File: config.mk
export PLATFORM = sky130hd
export DESIGN_NAME = filter_endpoint
export DESIGN_NICKNAME = d
export VERILOG_FILES = /design/src/rtl/filter_endpoint_pkg.sv /design/src/rtl/endpoint_fifo.sv /design/src/rtl/filter_endpoint.sv
export SDC_FILE = /design/constraint.sdc
export NUM_CORES = 1
export LEC_CHECK = 0
export BUFFER_PORTS_ARGS = -buffer_cell sky130_fd_sc_hd__buf_4
export CAP_MARGIN = 20
export CORE_ASPECT_RATIO = 1.75
export CORE_MARGIN = 4
export CORE_UTILIZATION = 52
export DETAILED_ROUTE_END_ITERATION = 10
export HOLD_SLACK_MARGIN = 0.12
export PLACE_DENSITY = 0.85
export SYNTH_ARGS = -nofsm -noshare
export SYNTH_HDL_FRONTEND = slang
export SYNTH_SLANG_ARGS = --single-unit
File: constraint.sdc
create_clock -name clk -period 3.6 [get_ports clk]
set_clock_uncertainty 0.15 [all_clocks]
set_input_delay 0.54 -clock clk [delete_from_list [all_inputs] [get_ports clk]]
set_output_delay 0.54 -clock clk [all_outputs]
set_load 0.02 [all_outputs]
File: src/rtl/filter_endpoint_pkg.sv
// Shared definitions for the filter endpoint slice.
// Holds the default sample width and FIFO depth, and the state encodings
// of the source and sink handshake FSMs.
package filter_endpoint_pkg;

    localparam int DWIDTH_DEF = 16;
    localparam int DEPTH_DEF  = 8;

    typedef enum logic [0:0] {
        SRC_IDLE = 1'b0,
        SRC_ACK  = 1'b1
    } src_state_t;

    typedef enum logic [0:0] {
        SNK_IDLE = 1'b0,
        SNK_ACK  = 1'b1
    } snk_state_t;

endpackage

File: src/rtl/endpoint_fifo.sv
// Source-side word FIFO with its pointers and occupancy count.
// Ports:
//   clk, rst        clock, asynchronous active-high reset
//   push, push_data write strobe and word (ignored while full)
//   pop             remove the head word (ignored while empty)
//   head            word at the read pointer
//   empty           no word stored
//   full            DEPTH words stored (registered)
//   overflow        sticky: a push was attempted while full
module endpoint_fifo
    import filter_endpoint_pkg::*;
#(
    parameter int DDWIDTH = 2 * DWIDTH_DEF,
    parameter int DEPTH   = DEPTH_DEF
) (
    input  logic               clk,
    input  logic               rst,
    input  logic               push,
    input  logic [DDWIDTH-1:0] push_data,
    input  logic               pop,
    output logic [DDWIDTH-1:0] head,
    output logic               empty,
    output logic               full,
    output logic               overflow
);

    localparam int AW = $clog2(DEPTH);
    localparam int CW = $clog2(DEPTH + 1);

    logic [DDWIDTH-1:0] mem_r [DEPTH];
    logic [AW-1:0]      wr_ptr_r;
    logic [AW-1:0]      rd_ptr_r;
    logic [CW-1:0]      count_r;
    logic [CW-1:0]      count_nxt_s;
    logic               full_r;
    logic               overflow_r;
    logic               push_ok_s;
    logic               pop_ok_s;

    // Gate push/pop so a full FIFO drops writes and an empty one ignores reads.
    always_comb begin
        push_ok_s = push & ~full_r;
        pop_ok_s  = pop & (count_r != {CW{1'b0}});
    end

    // Next occupancy; a simultaneous push and pop leaves it unchanged.
    always_comb begin
        count_nxt_s = count_r;
        case ({push_ok_s, pop_ok_s})
            2'b10:   count_nxt_s = count_r + CW'(1);
            2'b01:   count_nxt_s = count_r - CW'(1);
            default: count_nxt_s = count_r;
        endcase
    end

    // Pointers, count and flags; pointers wrap naturally since DEPTH is a power of two.
    always_ff @(posedge clk or posedge rst) begin
        if (rst) begin
            wr_ptr_r   <= {AW{1'b0}};
            rd_ptr_r   <= {AW{1'b0}};
            count_r    <= {CW{1'b0}};
            full_r     <= 1'b0;
            overflow_r <= 1'b0;
        end else begin
            if (push_ok_s) begin
                wr_ptr_r <= wr_ptr_r + AW'(1);
            end
            if (pop_ok_s) begin
                rd_ptr_r <= rd_ptr_r + AW'(1);
            end
            count_r <= count_nxt_s;
            full_r  <= (count_nxt_s == CW'(DEPTH));
            if (push & full_r) begin
                overflow_r <= 1'b1;
            end
        end
    end

    // Storage array; contents are discarded on reset by clearing the pointers.
    always_ff @(posedge clk) begin
        if (push_ok_s) begin
            mem_r[wr_ptr_r] <= push_data;
        end
    end

    assign head     = mem_r[rd_ptr_r];
    assign empty    = (count_r == {CW{1'b0}});
    assign full     = full_r;
    assign overflow = overflow_r;

endmodule

File: src/rtl/filter_endpoint.sv
// Filter endpoint: a FIFO-backed four-phase source channel and a
// single-slot four-phase sink channel, running independently.
// Ports:
//   clk, rst                   clock, asynchronous active-high reset
//   wr_en, wr_data             push into the source FIFO
//   full, overflow             FIFO full / sticky dropped-push flag
//   req_src, ack_src, data_src source handshake toward the consumer
//   req_snk, ack_snk, data_snk sink handshake from the producer
//   out_valid, out_ready, out_data  captured word toward the local consumer
module filter_endpoint
    import filter_endpoint_pkg::*;
#(
    parameter int DWIDTH  = DWIDTH_DEF,
    parameter int DDWIDTH = 2 * DWIDTH,
    parameter int DEPTH   = DEPTH_DEF
) (
    input  logic               clk,
    input  logic               rst,
    input  logic               wr_en,
    input  logic [DDWIDTH-1:0] wr_data,
    output logic               full,
    output logic               overflow,
    input  logic               req_src,
    output logic               ack_src,
    output logic [DDWIDTH-1:0] data_src,
    input  logic               req_snk,
    output logic               ack_snk,
    input  logic [DDWIDTH-1:0] data_snk,
    output logic               out_valid,
    input  logic               out_ready,
    output logic [DDWIDTH-1:0] out_data
);

    src_state_t         src_state_r;
    src_state_t         src_state_nxt_s;
    snk_state_t         snk_state_r;
    snk_state_t         snk_state_nxt_s;
    logic               fifo_empty_s;
    logic [DDWIDTH-1:0] fifo_head_s;
    logic               src_load_s;
    logic               src_pop_s;
    logic               snk_cap_s;
    logic               ack_src_r;
    logic [DDWIDTH-1:0] data_src_r;
    logic               ack_snk_r;
    logic               out_valid_r;
    logic [DDWIDTH-1:0] out_data_r;

    endpoint_fifo #(
        .DDWIDTH (DDWIDTH),
        .DEPTH   (DEPTH)
    ) u_fifo (
        .clk       (clk),
        .rst       (rst),
        .push      (wr_en),
        .push_data (wr_data),
        .pop       (src_pop_s),
        .head      (fifo_head_s),
        .empty     (fifo_empty_s),
        .full      (full),
        .overflow  (overflow)
    );

    // State registers for both handshake FSMs.
    always_ff @(posedge clk or posedge rst) begin
        if (rst) begin
            src_state_r <= SRC_IDLE;
            snk_state_r <= SNK_IDLE;
        end else begin
            src_state_r <= src_state_nxt_s;
            snk_state_r <= snk_state_nxt_s;
        end
    end

    // Next-state logic; an empty FIFO keeps the source waiting indefinitely.
    always_comb begin
        src_state_nxt_s = src_state_r;
        case (src_state_r)
            SRC_IDLE: begin
                if (req_src && !fifo_empty_s) src_state_nxt_s = SRC_ACK;
                else                          src_state_nxt_s = SRC_IDLE;
            end
            SRC_ACK: begin
                if (!req_src) src_state_nxt_s = SRC_IDLE;
                else          src_state_nxt_s = SRC_ACK;
            end
            default: src_state_nxt_s = SRC_IDLE;
        endcase

        snk_state_nxt_s = snk_state_r;
        case (snk_state_r)
            SNK_IDLE: begin
                if (snk_cap_s) snk_state_nxt_s = SNK_ACK;
                else           snk_state_nxt_s = SNK_IDLE;
            end
            SNK_ACK: begin
                if (!req_snk) snk_state_nxt_s = SNK_IDLE;
                else          snk_state_nxt_s = SNK_ACK;
            end
            default: snk_state_nxt_s = SNK_IDLE;
        endcase
    end

    // Control strobes: the head is popped only when the consumer drops its request,
    // and a capture is allowed when the slot is free or being drained this cycle.
    always_comb begin
        src_load_s = 1'b0;
        src_pop_s  = 1'b0;
        snk_cap_s  = 1'b0;
        case (src_state_r)
            SRC_IDLE: src_load_s = req_src & ~fifo_empty_s;
            SRC_ACK:  src_pop_s  = ~req_src;
            default:  src_load_s = 1'b0;
        endcase
        case (snk_state_r)
            SNK_IDLE: snk_cap_s = req_snk & (~out_valid_r | out_ready);
            SNK_ACK:  snk_cap_s = 1'b0;
            default:  snk_cap_s = 1'b0;
        endcase
    end

    // Registered outputs of both channels.
    always_ff @(posedge clk or posedge rst) begin
        if (rst) begin
            ack_src_r   <= 1'b0;
            data_src_r  <= {DDWIDTH{1'b0}};
            ack_snk_r   <= 1'b0;
            out_valid_r <= 1'b0;
            out_data_r  <= {DDWIDTH{1'b0}};
        end else begin
            ack_src_r <= (src_state_nxt_s == SRC_ACK);
            ack_snk_r <= (snk_state_nxt_s == SNK_ACK);
            if (src_load_s) begin
                data_src_r <= fifo_head_s;
            end
            if (snk_cap_s) begin
                out_data_r  <= data_snk;
                out_valid_r <= 1'b1;
            end else if (out_valid_r && out_ready) begin
                out_valid_r <= 1'b0;
            end
        end
    end

    assign ack_src   = ack_src_r;
    assign data_src  = data_src_r;
    assign ack_snk   = ack_snk_r;
    assign out_valid = out_valid_r;
    assign out_data  = out_data_r;

endmodule

==> flow_metrics.env <==
export IMPL_cts_buffers=27
export IMPL_ant_nets=0
export IMPL_crit_arrival_ns=3.40
export IMPL_ir_worst_vdd_v=0.0003778
export IMPL_max_freq_ghz=0.3211
export IMPL_critPathMaxStageDelay_ns=0.62
export IMPL_yosys_warnings=0
export IMPL_grt_pass1_wl_mm=41.25
export IMPL_ys_seq_elements=335
export IMPL_cts_resized=0
export IMPL_drv_slew=0
export IMPL_fin_nets=926
export IMPL_overflow=0
export IMPL_worstMarginPinSlew_ns=1.007
export IMPL_synth_avg_cell_area_sq_um=20.20
export IMPL_status="completed"
export IMPL_die_w_um=126.5
export IMPL_first_pass_iters=5
export IMPL_holdBufCountCts=68
export IMPL_final_period_utilization_pct=86.52
export IMPL_dieArea_sq_um=27220
export IMPL_totalWireLength_mm=26.38
export IMPL_cp_required_ns=3.88
export IMPL_setup_violations=0
export IMPL_synth_cells=632
export IMPL_rows=75
export IMPL_cts_tree="yes"
export IMPL_cp_slowest_cell="nor4_1"
export IMPL_multi_input_area_sq_um=2974
export IMPL_drtIter0Drc=497
export IMPL_drive_gt1_share_pct=36.77
export IMPL_synth_nets=706
export IMPL_vias=6650
export IMPL_final_common_cell="edfxtp_1"
export IMPL_powerDensity_nw_per_um2=771.9
export IMPL_worst_setup_path_start_kind="flop"
export IMPL_diodes=0
export IMPL_hold_viol=0
export IMPL_post_route_drc_count=0
export IMPL_tns_ns=0
export IMPL_ys_flop_type="edfxtp_1"
export IMPL_syn_area_sq_um=12770
export IMPL_htreeDepth=1
export IMPL_min_path_type="input port to flop"
export IMPL_vias_per_cell=5.631
export IMPL_dp_hpwl_mm=14.97
export IMPL_cts_buffer_depth=3
export IMPL_period_minus_slack_ns=3.115
export IMPL_grt_max_degree=59
export IMPL_crit_family="simple AND/OR/NAND/NOR gates"
export IMPL_leakagePower_nw=5.782
export IMPL_clock_sinks=335
export IMPL_max_cap_violations=0
export IMPL_io_buffer_count=138
export IMPL_initial_utilization_pct=52.94
export IMPL_layout_common_cells="edfxtp_1 (256), buf_4 (151), dfrtp_1 (76), dlygate4sd3_1 (68), mux4_2 (64)"
export IMPL_place_congestion=0.7783
export IMPL_ys_seq_area_share_pct=75.70
export IMPL_post_cts_setup_buffers=0
export IMPL_antenna_found_initial=0
export IMPL_synth_edf_count=256
export IMPL_whs_ns=0.1795
export IMPL_synthArstFlopShare_pct=23.58
export IMPL_track_usage_pct=19.66
export IMPL_area_sequential_sq_um=9671
export IMPL_fillers=1480
export IMPL_die_h_um=215.3
export IMPL_crit_type="flop to flop"
export IMPL_crit_chain="nor4_1 -> nor2_1 -> ha_1 -> nor3b_1 -> nor3_1 -> a211o_1 -> a2111oi_2"
export IMPL_num_io_pins=139
export IMPL_core_sq_um=24120
export IMPL_crit_buf_inv=0
export IMPL_clkTransAtPathRegs_ns=0.07
export IMPL_clkLatencyLatePin_ns=0.54
export IMPL_rsz0062_at_grt="false"
export IMPL_max_slew_margin_pct=32.55
export IMPL_grt_pass1_vias=7241
export IMPL_crit_fanout=9
export IMPL_dpl_cell_area_sq_um=14280
export IMPL_design_area_sq_um=15940
export IMPL_area_growth_synth_to_final_pct=24.86
export IMPL_endpoint_kind="flop"
export IMPL_cts_root_buf="clkbuf_16"
export IMPL_synth_cell_types=41
export IMPL_wl_per_cell_um=22.34
[cells in the mapped netlist, drive strengths merged, types with 2 or more instances]
master / number / area, sq um
edfxtp: 256 / 7687
dfrtp: 79 / 1977
mux4: 64 / 1441
nor2: 41 / 153.9
a21oi: 34 / 170.2
mux2: 34 / 382.9
mux2i: 32 / 320.3
buf: 27 / 167.7
nand2: 11 / 41.29
clkbuf: 6 / 22.52
nand2b: 6 / 37.54
ha: 4 / 50.05
nor3: 4 / 20.02
inv: 3 / 11.26
nor4b: 3 / 47.54
xnor2: 3 / 26.28
a21o: 2 / 16.27
a22oi: 2 / 15.01
and2b: 2 / 17.52
nor3b: 2 / 15.01
o21a: 2 / 15.01
xor2: 2 / 17.52
[power by group]
group          total, mW  internal, mW  switching (mW)
logic               3.53          1.75            1.78
clock network       3.23          1.93            1.30
registers           5.54          4.96           0.585
total               12.3          8.64            3.67
[area by class of cell]
| class | instances | share of cell area, % |
|---|---|---|
| inverters | 3 | 0.07849 |
| flip-flops and latches | 335 | 60.66 |
| clock buffers | 35 | 4.552 |
| well taps | 308 | 2.417 |
| repair buffers | 224 | 12.01 |
| multi-input cells | 261 | 18.66 |
| clock inverters | 15 | 1.625 |
[per-layer routing]
metal / global-route usage [%] / up-vias / routed length, um
met2: 37.48 / 240 / 15090
met4: 6.514 / 0 / 728
met3: 2.807 / 45 / 1413
li1: - / 2941 / -
met1: 22.21 / 3424 / 9151
met5: 0 / - / 0
[stage by stage]
| stage | instances | util (%) | setup slack (ns) | power, mW |
|---|---|---|---|---|
| floorplan | 632 | - | 0.7051 | 7.827 |
| global placement | 1063 | 59.20 | 0.6420 | 8.953 |
| detailed placement | 1063 | 59.20 | 0.5257 | 9.082 |
| CTS | 1181 | 66.10 | 0.5118 | 12.40 |
| global route | 1181 | 66.10 | 0.2366 | 12.88 |
| finish | 1181 | 66.10 | 0.4853 | 12.31 |
[cell families after synthesis]
group           count (synthesis)  synth area share (%)
fa+ha+maj                       4                0.3920
xor+xnor                        5                0.3431
compound gates                 46                 2.176
simple gates                   76                 3.019
mux                           130                 16.80
flops                         335                 75.70
buf+inv                        36                 1.578
[path summary, 6_finish.rpt]
path	end	slack, ns	cells after the start	from
hold reg to reg	u_fifo.overflow$_DFFE_PP0P_	0.31	1	u_fifo.overflow$_DFFE_PP0P_
setup / recovery	u_fifo.full$_DFF_PP0_	0.49	7	u_fifo.count_r[1]$_DFF_PP0_
setup reg to reg	u_fifo.full$_DFF_PP0_	0.49	7	u_fifo.count_r[1]$_DFF_PP0_
hold / removal	out_valid$_DFFE_PP0P_	0.18	3	out_ready
max in group asynchronous	data_src[15]$_DFFE_PP0P_	2.15	4	rst
min in group asynchronous	out_data[4]$_DFFE_PP0P_	0.48	3	rst
[registers in the layout, indices dropped and copies added (netlist names)]
signal	cells
u_fifo.mem_r	256
u_fifo.overflow	1
out_data	32
out_valid	1
data_src	32
ack_snk	1
u_fifo.wr_ptr_r	3
u_fifo.count_r	4
ack_src	1
u_fifo.rd_ptr_r	3
u_fifo.full	1
[worst min-delay path: stages]
cell      delay [ns]
buf_4           0.07
nand2b_1        0.14
nand2_1         0.08
Power figures use the tool's default switching activity.
